### src/rtl/dmem_responder.sv
// Fixed-latency data memory for the MEM stage: one request at a time, one-cycle response strobe, stall to hazard logic.
// Optional macro DMEM_BYTE_EN_EN: stores honour req_be; otherwise every non-error store writes the full word.
module dmem_responder #(
  parameter int          DEPTH_WORDS = 64,
  parameter logic [31:0] BASE_ADDR   = 32'd0,
  parameter int          LATENCY     = 2
) (
  input  logic        clk,
  input  logic        rst_n,
  input  logic        req_valid,
  output logic        req_ready,
  input  logic        req_we,
  input  logic [31:0] req_addr,
  input  logic [31:0] req_wdata,
  input  logic [3:0]  req_be,
  output logic        rsp_valid,
  output logic [31:0] rsp_rdata,
  output logic        rsp_err,
  output logic        stall
);

  localparam int IDX_W = (DEPTH_WORDS > 1) ? $clog2(DEPTH_WORDS) : 1;

  localparam logic [1:0] S_IDLE = 2'd0;
  localparam logic [1:0] S_BUSY = 2'd1;
  localparam logic [1:0] S_RESP = 2'd2;

  logic [1:0]       r_state;
  logic [3:0]       r_cnt;
  logic             r_we;
  logic             r_err;
  logic [IDX_W-1:0] r_idx;
  logic [31:0]      r_wdata;
  logic [31:0]      r_mem [DEPTH_WORDS];

  logic [29:0]      w_word;
  logic             w_err;
  logic             w_commit;
  logic [31:0]      w_rdata;

  // Word offset from the base; underflow is caught by the explicit below-base compare.
  assign w_word = 30'((req_addr - BASE_ADDR) >> 2);
  assign w_err  = (req_addr[1:0] != 2'b00) ||
                  (req_addr < BASE_ADDR)   ||
                  (w_word >= 30'(DEPTH_WORDS));

`ifdef DMEM_BYTE_EN_EN
  logic [3:0] r_be;

  always_ff @(posedge clk or negedge rst_n) begin
    if (!rst_n) begin
      r_be <= '0;
    end else if (r_state == S_IDLE && req_valid) begin
      r_be <= req_be;
    end
  end
`else
  logic w_unused_be;
  assign w_unused_be = ^req_be;
`endif

  always_ff @(posedge clk or negedge rst_n) begin
    if (!rst_n) begin
      r_state <= S_IDLE;
      r_cnt   <= '0;
      r_we    <= 1'b0;
      r_err   <= 1'b0;
      r_idx   <= '0;
      r_wdata <= '0;
    end else begin
      case (r_state)
        S_IDLE: begin
          if (req_valid) begin
            r_we    <= req_we;
            r_err   <= w_err;
            r_idx   <= w_word[IDX_W-1:0];
            r_wdata <= req_wdata;
            r_cnt   <= 4'(LATENCY - 1);
            r_state <= (LATENCY == 1) ? S_RESP : S_BUSY;
          end
        end
        S_BUSY: begin
          r_cnt <= r_cnt - 4'd1;
          if (r_cnt == 4'd1) begin
            r_state <= S_RESP;
          end
        end
        S_RESP:  r_state <= S_IDLE;
        default: r_state <= S_IDLE;
      endcase
    end
  end

  // Store lands on the RESP edge so an abandoned (reset) access never reaches the array.
  assign w_commit = (r_state == S_RESP) && r_we && !r_err;

  always_ff @(posedge clk) begin
    if (w_commit) begin
`ifdef DMEM_BYTE_EN_EN
      for (int b = 0; b < 4; b++) begin
        if (r_be[b]) begin
          r_mem[r_idx][8*b +: 8] <= r_wdata[8*b +: 8];
        end
      end
`else
      r_mem[r_idx] <= r_wdata;
`endif
    end
  end

  assign w_rdata   = r_mem[r_idx];

  assign req_ready = (r_state == S_IDLE);
  assign rsp_valid = (r_state == S_RESP);
  assign rsp_err   = rsp_valid && r_err;
  assign rsp_rdata = (rsp_valid && !r_we && !r_err) ? w_rdata : 32'd0;
  assign stall     = ((r_state == S_IDLE) && req_valid) || (r_state == S_BUSY);

endmodule

### config.mk
export PLATFORM = sky130hd
export DESIGN_NAME = dmem_responder
export DESIGN_NICKNAME = d
export VERILOG_FILES = /design/src/rtl/dmem_responder.sv
export SDC_FILE = /design/constraint.sdc
export NUM_CORES = 2
export LEC_CHECK = 0
export BUFFER_PORTS_ARGS = -buffer_cell sky130_fd_sc_hd__buf_2
export CAP_MARGIN = 20
export CORE_MARGIN = 2
export CORE_UTILIZATION = 40
export CTS_CLUSTER_DIAMETER = 150
export DETAILED_ROUTE_END_ITERATION = 7
export SKIP_LAST_GASP = 1
export SYNTH_ARGS = -nofsm -noshare
export SYNTH_HDL_FRONTEND = slang
export SYNTH_SLANG_ARGS = --single-unit
export TNS_END_PERCENT = 100
### constraint.sdc
create_clock -name clk -period 4.6 [get_ports clk]
set_input_delay 0.92 -clock clk [delete_from_list [all_inputs] [get_ports clk]]
set_output_delay 0.92 -clock clk [all_outputs]
set_load 0.05 [all_outputs]
**After elaboration in Yosys (flattened, before gate mapping)**

Memory sizes are Yosys's and may differ from the RTL's.
Index checks and enable logic that the tools add are counted.

- Multiplexer cells: 8
- Equal/unequal tests: 5
- $add $sub $neg: 1
- Reductions and logical operators: 17
- Magnitude comparators: 2

Operators by type and width:

| kind | count |
|---|---|
| less-than comparator 32 x 1 -> 1 bit (second input constant) | 1 |
| 2-to-1 mux 32 bit | 1 |
| >= comparator 30 x 7 -> 1 bit (second input constant) | 1 |
| case mux 4 bit (2 select lines) | 1 |
| logical AND 1 bit | 6 |
| AND reduction 2 bit | 3 |
| == test 4 x 1 -> 1 bit (second input constant) | 1 |
| 2-to-1 mux 2 bit | 2 |
| 2-to-1 mux 4 bit | 1 |
| != test 2 bit (second input constant) | 2 |
| case mux 2 bit (2 select lines) | 1 |
| nonzero test 2 bit | 2 |
| subtractor 4 x 1 -> 4 bit (second input constant) | 1 |
| logical OR 1 bit | 3 |
| == test 2 x 1 -> 1 bit (second input constant) | 1 |
| == test 2 bit (second input constant) | 1 |
| zero test 1 bit | 2 |
| zero test 2 bit | 1 |
| 2-to-1 mux 1 bit | 2 |

- Memories kept: 1
- Logic and storage cells: 40
- Bits in registers: 46
- Input bits: 72
- Output and inout bits: 36
- Bits in writable memories: 2,048

Memory list:

| name | depth | width | read ports | clocked after Yosys merged registers in | wr ports | line | source |
|---|---|---|---|---|---|---|---|
| r_mem | 64 | 32 | 1 | 0 | 1 | 34 | `logic [31:0] r_mem [DEPTH_WORDS];` |

**Logic depth before layout (Yosys ltp)**

- Word-level depth: 5
- Depth in mapped cells: 11
- Mapped depth without buffers: 6

**Worst setup path before layout**

No wires, ideal clock.

- Kind: flip-flop to output port
- Start: register r_idx[0]
- End: output rsp_rdata[10]
- Setup slack: 1.002 ns
- Data required time: 3.680 ns
- Path buffers: 3
- Data arrival time: 2.678 ns
- Cell stages (with the launch flop): 10
- Cells stage by stage: dfrtp_1 -> buf_4 -> nor2_2 -> buf_2 -> buf_1 -> a22oi_1 -> o22ai_1 -> nor3_1 -> and3_1 -> a31oi_1

- Longest elaborated chain between the ends: 2

Ends and longest elaborated chain:

| item | line | source |
|---|---|---|
| start, declared | 32 | `logic [IDX_W-1:0] r_idx;` |
| start signal, assigned | 76 | `r_idx <= w_word[IDX_W-1:0];` |
| memory read (64 x 32 bit) | -- |  |
| 2-to-1 mux 32 bit | 116 | `assign rsp_rdata = (rsp_valid && !r_we && !r_err) ? w_rdata : 32'd0;` |
| end, declared | 17 | `output logic [31:0] rsp_rdata,` |

Every way passes these cells.

**Worst setup path after layout**

- Start: register r_idx[1]
- End: output rsp_rdata[12]

Same word-level chain as after synthesis.

==> impl_metrics.yaml <==
setup_path:
  crit_path_start_kind: "flip-flop"
  crit_start: "r_idx[1]"
  critPathCapture: "rsp_rdata[12]"
  reg2reg_to: "r_mem[39][18]"
  required_ns: 3.68
  worstPathArrival_ns: 3.74
  worstPathMaxFanout: 27
  reg2regPathDepth: 8
  endpoint_kind: "primary output"
  critPathSlowestCell: "dfrtp_4"
  cpMostUsedCell: "buf_4"
  cpPeakStageDelay_ns: 0.50
  r2r_slack_ns: 0.99
  cp_cell_sequence: "buf_6 > nor2b_4 > buf_12 > a222oi_1 > o21ai_0 > o21bai_1 > a2111oi_4 > buf_4 > a31oi_1 > buf_4 > buf_8"
  r2r-start: "r_idx[1]"
  crit_type: "flip-flop to primary output"
synth:
  syn-cell-area_um2: 79300
  avgSynthCellArea_um2: 17.2
  yosys.cell_types.count: 62
  synth-seq-area-share_pct: 79.0
  synth-seq-cells: 2094
  synth_nets: 4671
  synthFlopType: "edfxtp_1"
  yosys_warnings: 0
  synth_edf_count: 2048
  async_flop_share_pct: 2.20
  synth_cells: 4597
timing:
  period_share_pct: 101
  clock.fmax_mhz: 215
  slew_violations: 0
  hold_violations: 0
  finalCriticalPeriod_ns: 4.66
  tightest_slew_ns: 1.31
  fin_skew_ns: 0.0551
  fin_ws_ns: -0.0577
  setup_violations: 13
  max_slew_margin_pct: 12.4
  grt_setup_unrepaired: "true"
status:
  status: "finished, violations left"
  violations: "setup timing"
detailed_routing:
  final_antenna_net_count: 0
  via_per_inst: 6.40
  vias: 50300
  drtIter0Drc: 8113
  wl_mm: 275
  drc_errors: 0
  dr.pass1.iters: 8
  wl_per_cell_um: 35.0
power_and_ir_drop:
  peakVddDrop_v: 0.000705
  powerDensity_nw_per_um2: 662
  p_leak_nw: 30.6
floorplanning:
  io_pins: 108
  fp.dieW_um: 449
  die_area_um2: 202000
  rows: 163
  die_y_um: 449
  core_area_um2: 197000
  start_util_pct: 40.2
finish:
  fin_util_pct: 49.0
  multi_input_area_um2: 17100
  num-nets-final: 5121
  syn2layout_area_growth_pct: 21.8
  seqCellArea_um2: 62700
  drive_gt1_share_pct: 25.2
  fillers: 16000
clocking:
  htree_levels: 4
  numClockSinks: 2094
  clockBufferDepth: 3
  cts_hold_buf: 0
  cts_tree: "done"
  cts_buffers: 206
  root_buffer: "clkbuf_16"
  cts.clk_slew.worst_paths_ns: 0.06
  clk_latency_ns: 0.88
place:
  io_buffers: 103
  globalplace.congestion: 0.849
  post-place-ws_ns: 0.0565
  hpwlAfterDp_mm: 153
hold_path:
  hp-class: "primary input to asynchronous set/reset pin"
grt:
  track_usage_pct: 26.3
  grt_pass1_vias: 48300
  grt_pass1_wl_mm: 376
  grt_max_degree: 93
  antenna_found_initial: 4
  overflow: 0
job:
  drv_cap: 0
==> cells in the final DEF, fill, tap and decap left out, types with 13 or more instances in the layout <==
cell / n
buf_4: 324
mux2i_1: 58
a221oi_2: 26
and3_1: 13
a22oi_1: 355
clkinv_2: 38
nand2_1: 166
or3_1: 14
o221ai_1: 20
nand4_1: 14
a221oi_1: 419
a2111oi_4: 17
o21ai_1: 17
a21oi_1: 66
mux4_2: 20
bufbuf_16: 17
a22oi_2: 31
edfxtp_1: 2048
o22ai_1: 97
mux2_2: 83
nor2_1: 195
nand3_1: 18
nor3_1: 44
o21ai_0: 105
buf_2: 71
clkinv_1: 39
buf_8: 17
a31oi_1: 13
buf_6: 34
dfrtp_2: 34
buf_12: 106
o22ai_2: 15
nor2_4: 67
buf_16: 19
bufinv_16: 13
clkbuf_1: 59
a22o_1: 27
clkbuf_16: 218
==> layer usage <==
| metal | track usage [%] | part of all wire [%] | vias to the layer above |
|---|---|---|---|
| li1 | - | - | 20100 |
| met1 | 35.1 | 37 | 25800 |
| met2 | 40.6 | 45 | 3714 |
| met3 | 6.17 | 12 | 662 |
| met4 | 12.6 | 5.6 | 0 |
| met5 | 0 | 0 | - |
==> how the worst min path moves through the flow <==
stage / cells after the start / end / from / slack (ns)
5_1_grt: 2 / r_wdata[17] / rst_n / 0.20
3_3_place_gp: 2 / r_wdata[23] / r_wdata[23] / 0.47
6_report: 2 / r_wdata[17] / rst_n / 0.17
2_1_floorplan: 1 / r_cnt[3] / r_cnt[3] / 0.46
3_5_place_dp: 2 / r_wdata[23] / r_wdata[23] / 0.47
4_1_cts: 2 / r_wdata[17] / rst_n / 0.15
==> kinds of logic (layout without fill, tap and decap cells) <==
logic type | after synthesis | after routing | synth area share [%]
adders and majority gates | 2 | 2 | 0.0316
and+or+nand+nor | 625 | 629 | 3.51
muxes | 166 | 166 | 2.54
AOI/OAI and AO/OA | 1344 | 1344 | 12.9
other | 0 | 1 | 0
DFF | 2094 | 2094 | 79.0
buffers and inverters | 366 | 985 | 1.98
==> through the flow <==
stage / cells / setup TNS (ns) / power (W) / cell area, um2 / hold slack (ns)
after floorplan: 4597 / 0 / 0.0346 / 79300 / 0.458
after global placement: 7333 / 0 / 0.0429 / 86000 / 0.470
after detailed placement: 7334 / 0 / 0.0432 / 86000 / 0.471
after CTS: 7814 / -1.07 / 0.0620 / 95000 / 0.147
after global routing: 7860 / -1.29 / 0.0656 / 96600 / 0.199
final: 7861 / -0.302 / 0.0639 / 96600 / 0.168
==> registers in the layout, summed over array words and instances, names as in the netlist <==
name	count
r_cnt	4
r_state	2
r_err	1
r_idx	6
r_mem	2048
r_wdata	32
r_we	1
==> cells in the mapped netlist, drive strengths merged, types with 20 or more instances <==
cell type  instances  area (um2)
a21oi             77         385
o21ai            126         631
nand3             21         105
o22ai            113         707
nor3              52         260
buf              187         898
a2111oi           22         199
a221oi           451        3950
mux4              20         450
a31oi             26         163
edfxtp          2048       61500
o221ai            21         184
a22o              27         236
nand2            175         657
nor2             267        1010
mux2              84         946
mux2i             62         621
a22oi            386        2900
dfrtp             46        1150
clkbuf           172         646
==> report_power, final <==
part / internal, W / switching [W]
registers: 0.0238 / 0.000521
clock network: 0.00913 / 0.00725
logic: 0.00807 / 0.0152
==> timing repair <==
item / in CTS / in global routing
pin swaps: 41 / 73
buffers inserted: 78 / 26
resized for setup: 248 / 180
endpoints found under the setup margin: 32 / 32
cloned: 23 / 9
==> critical path: cells and delay by family, from the launching register on <==
kind / cells / cell delay (ns)
flops: 1 / 0.50
compound gates: 5 / 1.27
simple gates: 1 / 0.17
buf+inv: 5 / 0.91
==> final cells by class <==
type,count,share of cell area (%)
clock inverter,112,1.10
multi-input combinational,2141,17.7
tap,2640,3.42
sequential,2094,64.9
inverter,7,0.0635
antenna,1,0.00259
timing repair buffer,597,7.09
clock buffer,269,5.66
No activity file was read; power rests on OpenSTA's default activity.
